## src/rtl/inst_fetch_queue.sv

```systemverilog
// rtl/inst_fetch_queue.sv - fetch-to-decode decoupling queue with JAL/misalign predecode
// Optional same-cycle empty-queue bypass when IFQ_BYPASS_EN is defined.
module inst_fetch_queue #(
  parameter int DEPTH  = 4,
  parameter int PC_W   = 64,
  parameter int INST_W = 32
) (
  input  logic                     clk,
  input  logic                     rst,
  input  logic                     flush,
  input  logic                     in_valid,
  output logic                     in_ready,
  input  logic [PC_W-1:0]          in_pc,
  input  logic [INST_W-1:0]        in_inst,
  output logic                     out_valid,
  input  logic                     out_ready,
  output logic [PC_W-1:0]          out_pc,
  output logic [INST_W-1:0]        out_inst,
  output logic                     out_is_jal,
  output logic                     out_misalign,
  output logic [$clog2(DEPTH):0]   count
);

  localparam int PW = $clog2(DEPTH);
  localparam int CW = PW + 1;
  localparam logic [CW-1:0] FULL_CNT = CW'(DEPTH);

  // Payload storage; never reset, outputs are masked while empty
  logic [PC_W-1:0]   pc_mem   [DEPTH];
  logic [INST_W-1:0] inst_mem [DEPTH];
  logic [DEPTH-1:0]  jal_mem;
  logic [DEPTH-1:0]  mis_mem;

  logic [PW-1:0] wr_ptr_q, wr_ptr_d;
  logic [PW-1:0] rd_ptr_q, rd_ptr_d;
  logic [CW-1:0] count_q, count_d;

  logic empty;
  logic push;
  logic pop;
  logic do_wr;
  logic do_rd;
  logic in_is_jal;
  logic in_misalign;

  assign empty       = (count_q == '0);
  assign in_ready    = (count_q != FULL_CNT);
  assign in_is_jal   = (in_inst[6:0] == 7'b1101111);
  assign in_misalign = (in_pc[1:0] != 2'b00);
  assign push        = in_valid & in_ready;
  assign pop         = out_valid & out_ready;
  assign count       = count_q;

`ifdef IFQ_BYPASS_EN
  logic bypass;
  // An empty queue forwards fetch straight to decode unless a redirect is in flight
  assign bypass    = empty & in_valid & ~flush;
  assign out_valid = ~empty | bypass;
  // A bypassed entry taken by decode never touches storage
  assign do_wr     = push & ~(bypass & out_ready);
  assign do_rd     = pop & ~empty;

  // Head payload: storage when occupied, live input when bypassing, else zero
  always_comb begin
    out_pc       = '0;
    out_inst     = '0;
    out_is_jal   = 1'b0;
    out_misalign = 1'b0;
    if (!empty) begin
      out_pc       = pc_mem[rd_ptr_q];
      out_inst     = inst_mem[rd_ptr_q];
      out_is_jal   = jal_mem[rd_ptr_q];
      out_misalign = mis_mem[rd_ptr_q];
    end else if (bypass) begin
      out_pc       = in_pc;
      out_inst     = in_inst;
      out_is_jal   = in_is_jal;
      out_misalign = in_misalign;
    end
  end
`else
  assign out_valid = ~empty;
  assign do_wr     = push;
  assign do_rd     = pop;

  // Head payload from storage, zero while empty
  always_comb begin
    out_pc       = '0;
    out_inst     = '0;
    out_is_jal   = 1'b0;
    out_misalign = 1'b0;
    if (!empty) begin
      out_pc       = pc_mem[rd_ptr_q];
      out_inst     = inst_mem[rd_ptr_q];
      out_is_jal   = jal_mem[rd_ptr_q];
      out_misalign = mis_mem[rd_ptr_q];
    end
  end
`endif

  // Next pointer/occupancy; a redirect discards this cycle's push and pop
  always_comb begin
    wr_ptr_d = wr_ptr_q;
    rd_ptr_d = rd_ptr_q;
    count_d  = count_q;
    if (flush) begin
      wr_ptr_d = '0;
      rd_ptr_d = '0;
      count_d  = '0;
    end else begin
      if (do_wr) wr_ptr_d = wr_ptr_q + 1'b1;
      if (do_rd) rd_ptr_d = rd_ptr_q + 1'b1;
      case ({do_wr, do_rd})
        2'b10:   count_d = count_q + 1'b1;
        2'b01:   count_d = count_q - 1'b1;
        default: count_d = count_q;
      endcase
    end
  end

  // Control state; reset wins over everything
  always_ff @(posedge clk) begin
    if (!rst) begin
      wr_ptr_q <= '0;
      rd_ptr_q <= '0;
      count_q  <= '0;
    end else begin
      wr_ptr_q <= wr_ptr_d;
      rd_ptr_q <= rd_ptr_d;
      count_q  <= count_d;
    end
  end

  // Capture payload and predecode bits at enqueue
  always_ff @(posedge clk) begin
    if (rst && !flush && do_wr) begin
      pc_mem[wr_ptr_q]   <= in_pc;
      inst_mem[wr_ptr_q] <= in_inst;
      jal_mem[wr_ptr_q]  <= in_is_jal;
      mis_mem[wr_ptr_q]  <= in_misalign;
    end
  end

endmodule

```

## config.mk

```make
export PLATFORM = sky130hd
export DESIGN_NAME = inst_fetch_queue
export DESIGN_NICKNAME = d
export VERILOG_FILES = /design/src/rtl/inst_fetch_queue.sv
export SDC_FILE = /design/constraint.sdc
export NUM_CORES = 1
export LEC_CHECK = 0
export CAP_MARGIN = 20
export CORE_ASPECT_RATIO = 0.6
export CORE_MARGIN = 1.5
export CORE_UTILIZATION = 30
export CTS_CLUSTER_DIAMETER = 150
export DETAILED_ROUTE_END_ITERATION = 10
export GPL_ROUTABILITY_DRIVEN = 1
export PLACE_DENSITY = 0.55
export SYNTH_ARGS = -nofsm -noshare
export SYNTH_HDL_FRONTEND = slang
export SYNTH_SLANG_ARGS = --single-unit
```

## constraint.sdc

```tcl
create_clock -name clk -period 11.4 [get_ports clk]
set_clock_uncertainty 0.1 [all_clocks]
set_input_delay 3.42 -clock clk [delete_from_list [all_inputs] [get_ports clk]]
set_output_delay 3.42 -clock clk [all_outputs]
set_load 0.1 [all_outputs]
```

==> Word-level counts from Yosys, hierarchy flattened <==
Memory sizes are Yosys's and may differ from the RTL's. A register that Yosys moved wholly into a read port is not among the register bits.
Cells that the tools add are included.
{ "op_classes": {"n_eq_ne": 4, "muxes": 19, "magnitude_cmp": 3, "reduce_logical": 8, "n_bitwise": 4, "n_addsub": 4} }
{ "ops": {"columns": ["operator", "n"], "rows": [
  ["$mux 64", 1],
  ["$mux 32", 1],
  ["$bwmux 4", 2],
  ["$mux 2", 4],
  ["$eq 7x7->1 const B", 1],
  ["$mux 1", 7],
  ["$lt 2x3->1 const B", 2],
  ["$pmux 3 s2", 1],
  ["$add 2x1->2 const B", 2],
  ["$bmux 1 s2", 2],
  ["$reduce_bool 2->1", 2],
  ["$add 3x1->3 const B", 1],
  ["$logic_and 1x1->1", 3],
  ["$logic_not 3->1", 1],
  ["$ne 3x3->1 const B", 1],
  ["$sub 3x1->3 const B", 1],
  ["$and 1x1->1", 2],
  ["$demux 1 s2", 1],
  ["$eq 2x1->1 const B", 1],
  ["$eq 2x2->1 const B", 1],
  ["$ge 2x1->1 const B", 1],
  ["$not 1->1", 2],
  ["$reduce_or 2->1", 1],
  ["$logic_not 1->1", 1]
]} }
{ "totals": {"input_bits": 101, "out_inout_bits": 103, "reg_bits": 15, "mem_bits_rw": 384, "mem_count": 2} }
{ "memory_table": {"columns": ["name", "words", "width", "rd", "rd_clocked_by_memory_dff", "wr", "line", "text"], "rows": [
  ["pc_mem", 4, 64, 1, 1, 1, "29", "logic [PC_W-1:0] pc_mem [DEPTH];"],
  ["inst_mem", 4, 32, 1, 1, 1, "30", "logic [INST_W-1:0] inst_mem [DEPTH];"]
]} }

==> Longest topological paths before layout <==
Gate-level depths: netlist (run 1).
{ "logic_depth": {"ltp_word": 5, "depth_mapped": 9} }

==> Worst setup path before layout (run 1) <==
Ideal clock, no wire load.
{ "synth_path": {"path_kind": "register to output", "startpoint": "register count_q[0], in the netlist count[0]", "endpoint": "output out_inst[22]", "stages_incl_launch_ff": 5, "required_ps": 7880, "setup_slack_ps": 4641, "arrival_ps": 3239, "path_cell_list": "dfxtp_1 -> or3_1 -> buf_2 -> clkbuf_1 -> and2_1"} }
{ "synth_via": {"elab_chain_len": 2} }
{ "synth_rtl": {"columns": ["element", "line", "text"], "rows": [
  ["start: declaration", "36", "logic [CW-1:0] count_q, count_d;"],
  ["start signal: assignment", "130", "count_q <= count_d;"],
  ["$logic_not 3->1", "46", "assign empty = (count_q == '0);"],
  ["$mux 32", "92", "if (!empty) begin"],
  ["end: declaration", "18", "output logic [INST_W-1:0] out_inst,"]
]} }
Every way passes these cells.

==> out/qor.csv, run 1 <==
stage,metric,value,unit
sta,Fin. Hold Viols,0,
yosys,Synth warnings,0,
power_and_ir_drop,Flop pwr share,50.4,%
cts,CTS Sinks,401,
worst_setup_path,crit path kind,flop to output pin,
cts,cts hold-fix bufs,0,
floorplan,num rows,63,
sta,maximum clock rate,0.131,GHz
drt,vias,7200,
placement,gpl congestion,0.691,
cts,Num CTS Buffers,40,
floorplan,DIE WIDTH,294,um
final_layout,fraction of layout instances using a drive strength above 1,18.1,%
worst_setup_path,CP max FO,44,
global_routing,vias in the first global route,7742,
sta,RSZ-0062 raised after global routing,false,
cts,# Post-CTS Setup Buffers,0,
sta,actual slew at the worst max-slew pin,1.05,ns
drt,drt first pass iters,4,
placement,placed cell count,1537,
yosys,Async SR Flop Fraction,0,%
placement,DPL Wire Length,18300,um
sta,final setup violation count,0,
power_and_ir_drop,Worst VDD drop,0.0000793,V
cts,Clock Latency Late Sink,0.53,ns
power_and_ir_drop,Comb power frac,9.9,%
cts,Max Root-Sink Buffers,3,
global_routing,GR Util All Layers,12.2,%
drt,Vias/cell,4.47,
yosys,"Seq/Total Area, Yosys",78.2,%
cts,CTS resizes,0,
worst_setup_path,CP Launch Type,flop,
yosys,synthesized area per cell,22.6,sq um
final_layout,fin util,38.8,%
floorplan,die area,52300,sq um
drt,Post-route DRC,0,
final_layout,"non-filler cells, final",1609,
power_and_ir_drop,internal power,0.00247,W
sta,Tmin final,7.63,ns
outcome,status,completed,
yosys,Yosys cell types,28,
yosys,Post-synth top cells,"edfxtp_1 (392), and2_1 (98), mux4_2 (98)",
drt,initial DRC count,421,
drt,post-route ant nets,0,
cts,"Clk pin slew, worst setup/hold paths",0.06,ns
global_routing,initial antenna violation count,2,
final_layout,P&R area growth vs syn,26.6,%
yosys,Mapped Cells,677,
final_layout,Diodes inserted,0,
final_layout,Total Nets Final,1004,
cts,Root Buffer,clkbuf_16,
sta,setup TNS,0,ns
power_and_ir_drop,cell area power density,168,nW/um^2
floorplan,effective utilization at floorplan,30.7,%
worst_setup_path,"Arr. time, crit path",4.11,ns
sta,Final Cycle Share,66.9,%
floorplan,core area,49800,sq um
yosys,Post-synth EDFFs,392,
power_and_ir_drop,Static Leak,5.93,nW
worst_setup_path,Crit path required time,7.88,ns
drt,Routed WL,31900,um
power_and_ir_drop,clock share of power,39.7,%
cts,H-tree depth,2,
yosys,mapped cell area,15300,sq um
global_routing,pin count of the biggest net entering global routing,58,
power_and_ir_drop,sw frac,23.9,%
power_and_ir_drop,NetSw,0.000779,W
floorplan,top-level port count,204,
run,Max Cap Viol,0,
yosys,"FF+latch count, synth",401,
floorplan,die height,178,um
yosys,most instantiated library cell after synthesis,edfxtp_1,
drt,Wirelength per Cell,19.8,um
placement,I/O Buffers,203,
min_path,worst hold path type,flop to flop,
sta,max-slew violations,0,
yosys,top cell type by total area after synthesis,edfxtp_1,
yosys,share of the synthesized area in the top cell type,77.0,%
global_routing,first-pass GRT wire length,48000,um
worst_setup_path,Worst Setup End Kind,output pin,
yosys,synthesized net count,784,
cts,CTS tree,yes,
global_routing,GRT overflow,0,
yosys,Main synth FF type,edfxtp_1,
sta,worst relative slew slack,29.9,%
yosys,Area contributors post-synth,"edfxtp_1 (77%), mux4_2 (14%), and2_1 (4.0%)",
critical path, stage by stage (launching register included):
cell and delay (ns):
dfxtp_4 0.89, buf_4 0.84, mux4_2 0.60, and2_1 0.18, clkdlybuf4s50_1 0.98
area by class of cell:
cell class	instances	area [sq um]
Sequential cell	401	12000
Inverter	7	26.3
Clock buffer	51	1080
Tap cell	682	853
Multi-Input combinational cell	236	3130
Fill cell	4540	30500
Clock inverter	21	196
Timing Repair Buffer	211	2090
registers in the layout, indices dropped and copies added, names as in the netlist, named ones only:
name / count
wr_ptr_q: 2
mis_mem: 4
count: 3
inst_mem: 128
pc_mem: 256
rd_ptr_q: 2
jal_mem: 4
logic make-up (layout without fill, tap and decap cells):
logic type               after synthesis  in the layout  share of synthesized area [%]
XOR/XNOR                               4              4                          0.229
AND/OR/NAND/NOR                      121            121                           4.85
AO/OA/AOI/OAI                          7              7                          0.287
buffers and inverters                 40            290                           1.43
adder cells (fa/ha/maj)                6              6                          0.540
multiplexers                          98             98                           14.4
flip-flops                           401            401                           78.2
power by group through the flow:
stage / logic (W) / registers, W / clock network [W]
final: 0.000322 / 0.00164 / 0.00129
after global routing: 0.000337 / 0.00164 / 0.00139
after CTS: 0.000327 / 0.00164 / 0.00134
after detailed placement: 0.000326 / 0.00167 / 0
after global placement: 0.000324 / 0.00167 / 0
after floorplan: 0.000213 / 0.00167 / 0
final timing paths:
| kind | slack (ns) | startpoint | cells past startpoint | end |
|---|---|---|---|---|
| max | 3.77 | flop | 4 | out_inst[29] |
| min | 0.41 | wr_ptr_q[0]$_SDFFE_PP0P_ | 2 | wr_ptr_q[0]$_SDFFE_PP0P_ |
| max reg2reg | 8.14 | count[1]$_SDFFE_PP0P_ | 4 | inst_mem[0][16]$_DFFE_PP_ |
| min reg2reg | 0.41 | wr_ptr_q[0]$_SDFFE_PP0P_ | 2 | wr_ptr_q[0]$_SDFFE_PP0P_ |
placed cells by master, fill, tap and decap left out, drive strengths merged, types with 3 or more instances in the layout:
| master | count |
|---|---|
| xor2 | 4 |
| clkinv | 13 |
| dfxtp | 9 |
| mux4 | 98 |
| clkdlybuf4s50 | 203 |
| edfxtp | 392 |
| inv | 10 |
| and2 | 99 |
| clkbuf | 51 |
| nor2 | 7 |
| and3 | 4 |
| ha | 5 |
| buf | 8 |
| bufinv | 3 |
per-layer routing:
layer  share of wire, %  global-route usage [%]  vias to the layer above
li1                   -                       -                     3202
met1                 47                    17.3                     3787
met2                 46                    19.1                      160
met5              0.038                       0                        -
met3                4.5                    2.71                       49
met4                1.9                    2.94                        2
per-stage QoR:
stage	power, W	setup WS, ns	hold WS, ns	area [sq um]
after global placement	0.00200	4.19	0.404	18100
final	0.00325	3.77	0.408	19300
after floorplan	0.00189	4.64	0.370	15300
after detailed placement	0.00200	4.16	0.402	18100
after CTS	0.00330	3.57	0.411	19300
after global routing	0.00336	3.43	0.450	19300
Power figures use the tool's default switching activity.
==> inputs of run 2 (changes only) <==
PLACE_DENSITY = 0.56   (was 0.55)
clock period = 6.2 ns   (was 11.4 ns; I/O delays follow)
==> run 2 against run 1 <==
  * Global-route usage is 0.12 points higher
  * Clock-buffer cell count is 3 higher
  * Sequential power up 84%
  * Sequential share of layout area decreased by 0.28 points
  * Cell area is 0.45% higher
  * Routed wire length is essentially flat
  * Core utilization rose by 0.18 points
  * Combinational power rose by 86%
  * Critical path depth did not move
  * Sequential cell count is the same
  * Non-clock buffer count grew 10
==> out/qor.csv, run 2 (synthesis gave the netlist of run 1 again) <==
stage,metric,value,unit,change
drt,post-route ant nets,0,,unchanged
cts,Num CTS Buffers,39,,was 40
sta,final setup violation count,0,,unchanged
worst_setup_path,crit path kind,flop to output pin,,unchanged
worst_setup_path,Crit-path slowest cell,clkdlybuf4s50_1,,unchanged
cts,H-tree depth,2,,unchanged
placement,DPL Wire Length,19200,um,was 18300 um
run,Max Cap Viol,0,,unchanged
drt,Wirelength per Cell,19.7,um,was 19.8 um
placement,placed cell count,1547,,was 1537
global_routing,first-pass GRT wire length,47900,um,was 48000 um
worst_setup_path,CP peak stage delay,0.96,ns,was 0.98 ns
drt,Post-route DRC,0,,unchanged
sta,setup TNS,0,ns,unchanged
sta,maximum clock rate,0.193,GHz,
floorplan,DIE WIDTH,294,um,unchanged
cts,Root Buffer,clkbuf_16,,unchanged
power_and_ir_drop,cell area power density,301,nW/um^2,was 168 nW/um^2
outcome,status,completed,,unchanged
cts,# Post-CTS Setup Buffers,0,,unchanged
worst_setup_path,"Arr. time, crit path",3.23,ns,was 4.11 ns
worst_setup_path,Worst Setup End Kind,output pin,,unchanged
global_routing,GRT overflow,0,,unchanged
cts,CTS resizes,0,,unchanged
floorplan,effective utilization at floorplan,30.7,%,unchanged
final_layout,# fillers,4500,,was 4540
worst_setup_path,cell family with most CP delay,buffers and inverters,,unchanged
power_and_ir_drop,Static Leak,5.97,nW,was 5.93 nW
sta,Tmin final,5.19,ns,
worst_setup_path,Crit path required time,4.24,ns,was 7.88 ns
global_routing,pin count of the biggest net entering global routing,62,,was 58
worst_setup_path,number of buffer and inverter stages on the critical path,2,,unchanged
final_layout,"commonest non-fill, non-tap cell in the layout",edfxtp_1,,unchanged
global_routing,GR Util All Layers,12.3,%,was 12.2%
cts,cts hold-fix bufs,0,,unchanged
sta,max-slew violations,0,,unchanged
cts,CTS tree,yes,,unchanged
final_layout,fraction of layout instances using a drive strength above 1,18.8,%,was 18.1%
placement,gpl congestion,0.656,,was 0.691
final_layout,Top reg by flops,pc_mem,,unchanged
final_layout,most frequent cells in the layout,"edfxtp_1 (392), clkdlybuf4s50_1 (202), mux4_2 (98), and2_1 (98), clkbuf_16 (41)",,"was edfxtp_1 (392), clkdlybuf4s50_1 (203), mux4_2 (98), and2_1 (98), clkbuf_16 (42)"
cts,Clock Latency Late Sink,0.53,ns,about the same
cts,Max Root-Sink Buffers,3,,unchanged
sta,Final Cycle Share,83.7,%,
final_layout,number of flip-flops in the largest register,256,,unchanged
sta,worst relative slew slack,27.2,%,was 29.9%
worst_setup_path,CP Launch Type,flop,,unchanged
floorplan,top-level port count,204,,unchanged
cts,"Clk pin slew, worst setup/hold paths",0.06,ns,about the same
drt,drt first pass iters,4,,unchanged
power_and_ir_drop,Worst VDD drop,0.000181,V,was 0.0000793 V
placement,I/O Buffers,203,,unchanged
final_layout,biggest regs,"pc_mem: 256 flops, inst_mem: 128 flops",,unchanged
worst_setup_path,"critical path, cell by cell",buf_12 -> mux4_2 -> and2_1 -> clkdlybuf4s50_1,,was buf_4 -> mux4_2 -> and2_1 -> clkdlybuf4s50_1
sta,hold_ws,0.419,ns,was 0.408 ns
floorplan,num rows,63,,unchanged
floorplan,die height,178,um,unchanged
floorplan,core area,49800,sq um,unchanged
global_routing,initial antenna violation count,1,,was 2
min_path,worst hold path type,flop to flop,,unchanged
sta,actual slew at the worst max-slew pin,1.09,ns,was 1.05 ns
drt,Vias/cell,4.43,,was 4.47
cts,CTS Sinks,401,,unchanged
floorplan,die area,52300,sq um,unchanged
worst_setup_path,CP max FO,39,,was 44
sta,RSZ-0062 raised after global routing,false,,unchanged
drt,Routed WL,31800,um,was 31900 um
drt,initial DRC count,464,,was 421
global_routing,vias in the first global route,7708,,was 7742
final_layout,Total Nets Final,1013,,was 1004
final_layout,"non-filler cells, final",1618,,was 1609
final_layout,P&R area growth vs syn,27.2,%,was 26.6%
drt,vias,7168,,was 7200
sta,Fin. Hold Viols,0,,unchanged
[run 2: cell types whose count changed in the layout (fill, tap and decap cells not counted)]
cell	delta
clkinv_4	+1
clkinv_1	-3
clkinvlp_4	-1
clkbuf_1	+4
inv_6	-2
buf_12	+8
buf_4	+3
clkinv_2	+2
diode_2	+1
clkbuf_16	-1
clkdlybuf4s50_1	-1
bufinv_16	-2
[run 2: worst min-delay path, cell delays in order (launching register included)]
cell     delay (ns)
dfxtp_1        0.35
nand2_1        0.07
o21ai_0        0.06
[run 2: final cells by class]
type / count / area [sq um] / share of cell area (%)
flip-flops and latches: 401 / 12000 / 61.5
multi-input cells: 236 / 3130 / 16.1
repair buffers: 221 / 2260 / 11.7
clock buffers: 54 / 1070 / 5.53
well taps: 682 / 853 / 4.39
clock inverters: 16 / 119 / 0.612
inverters: 7 / 26.3 / 0.135
diodes: 1 / 2.50 / 0.0129
[run 2: worst paths after layout]
kind                            slack [ns]  cells past startpoint                     start                        to
worst max-delay path                  1.01                      4                      flop                out_pc[46]
worst min-delay path                  0.42                      2  wr_ptr_q[0]$_SDFFE_PP0P_  wr_ptr_q[0]$_SDFFE_PP0P_
worst max register to register        3.40                      4     count[0]$_SDFFE_PP0P_   pc_mem[0][40]$_DFFE_PP_
worst min register to register        0.42                      2  wr_ptr_q[0]$_SDFFE_PP0P_  wr_ptr_q[0]$_SDFFE_PP0P_
[run 2: where the power goes]
| group | switching, W | total, W | internal [W] |
|---|---|---|---|
| Combinational | 0.000416 | 0.000598 | 0.000182 |
| Clock | 0.000970 | 0.00223 | 0.00126 |
| Sequential | 0.00000902 | 0.00301 | 0.00300 |
| Total | 0.00140 | 0.00584 | 0.00445 |
[run 2: per-stage QoR]
step                      total power, W  area, sq um  worst slack [ns]  utilization [%]
after floorplan                  0.00347        15300              1.00                -
after global placement           0.00367        18200              1.49             36.6
after detailed placement         0.00368        18200              1.48             36.6
after CTS                        0.00593        19400             0.880             39.0
after global routing             0.00606        19400             0.838             39.0
final                            0.00584        19400              1.01             39.0
[run 2: layer usage]
layer	wire, um	vias to the layer above	share of wire [%]	GRT usage (%)
met4	493	2	1.5	2.60
met5	13	-	0.041	0
met2	15200	153	48	19.9
li1	-	3221	-	-
met1	14600	3748	46	17.1
met3	1540	44	4.8	2.83
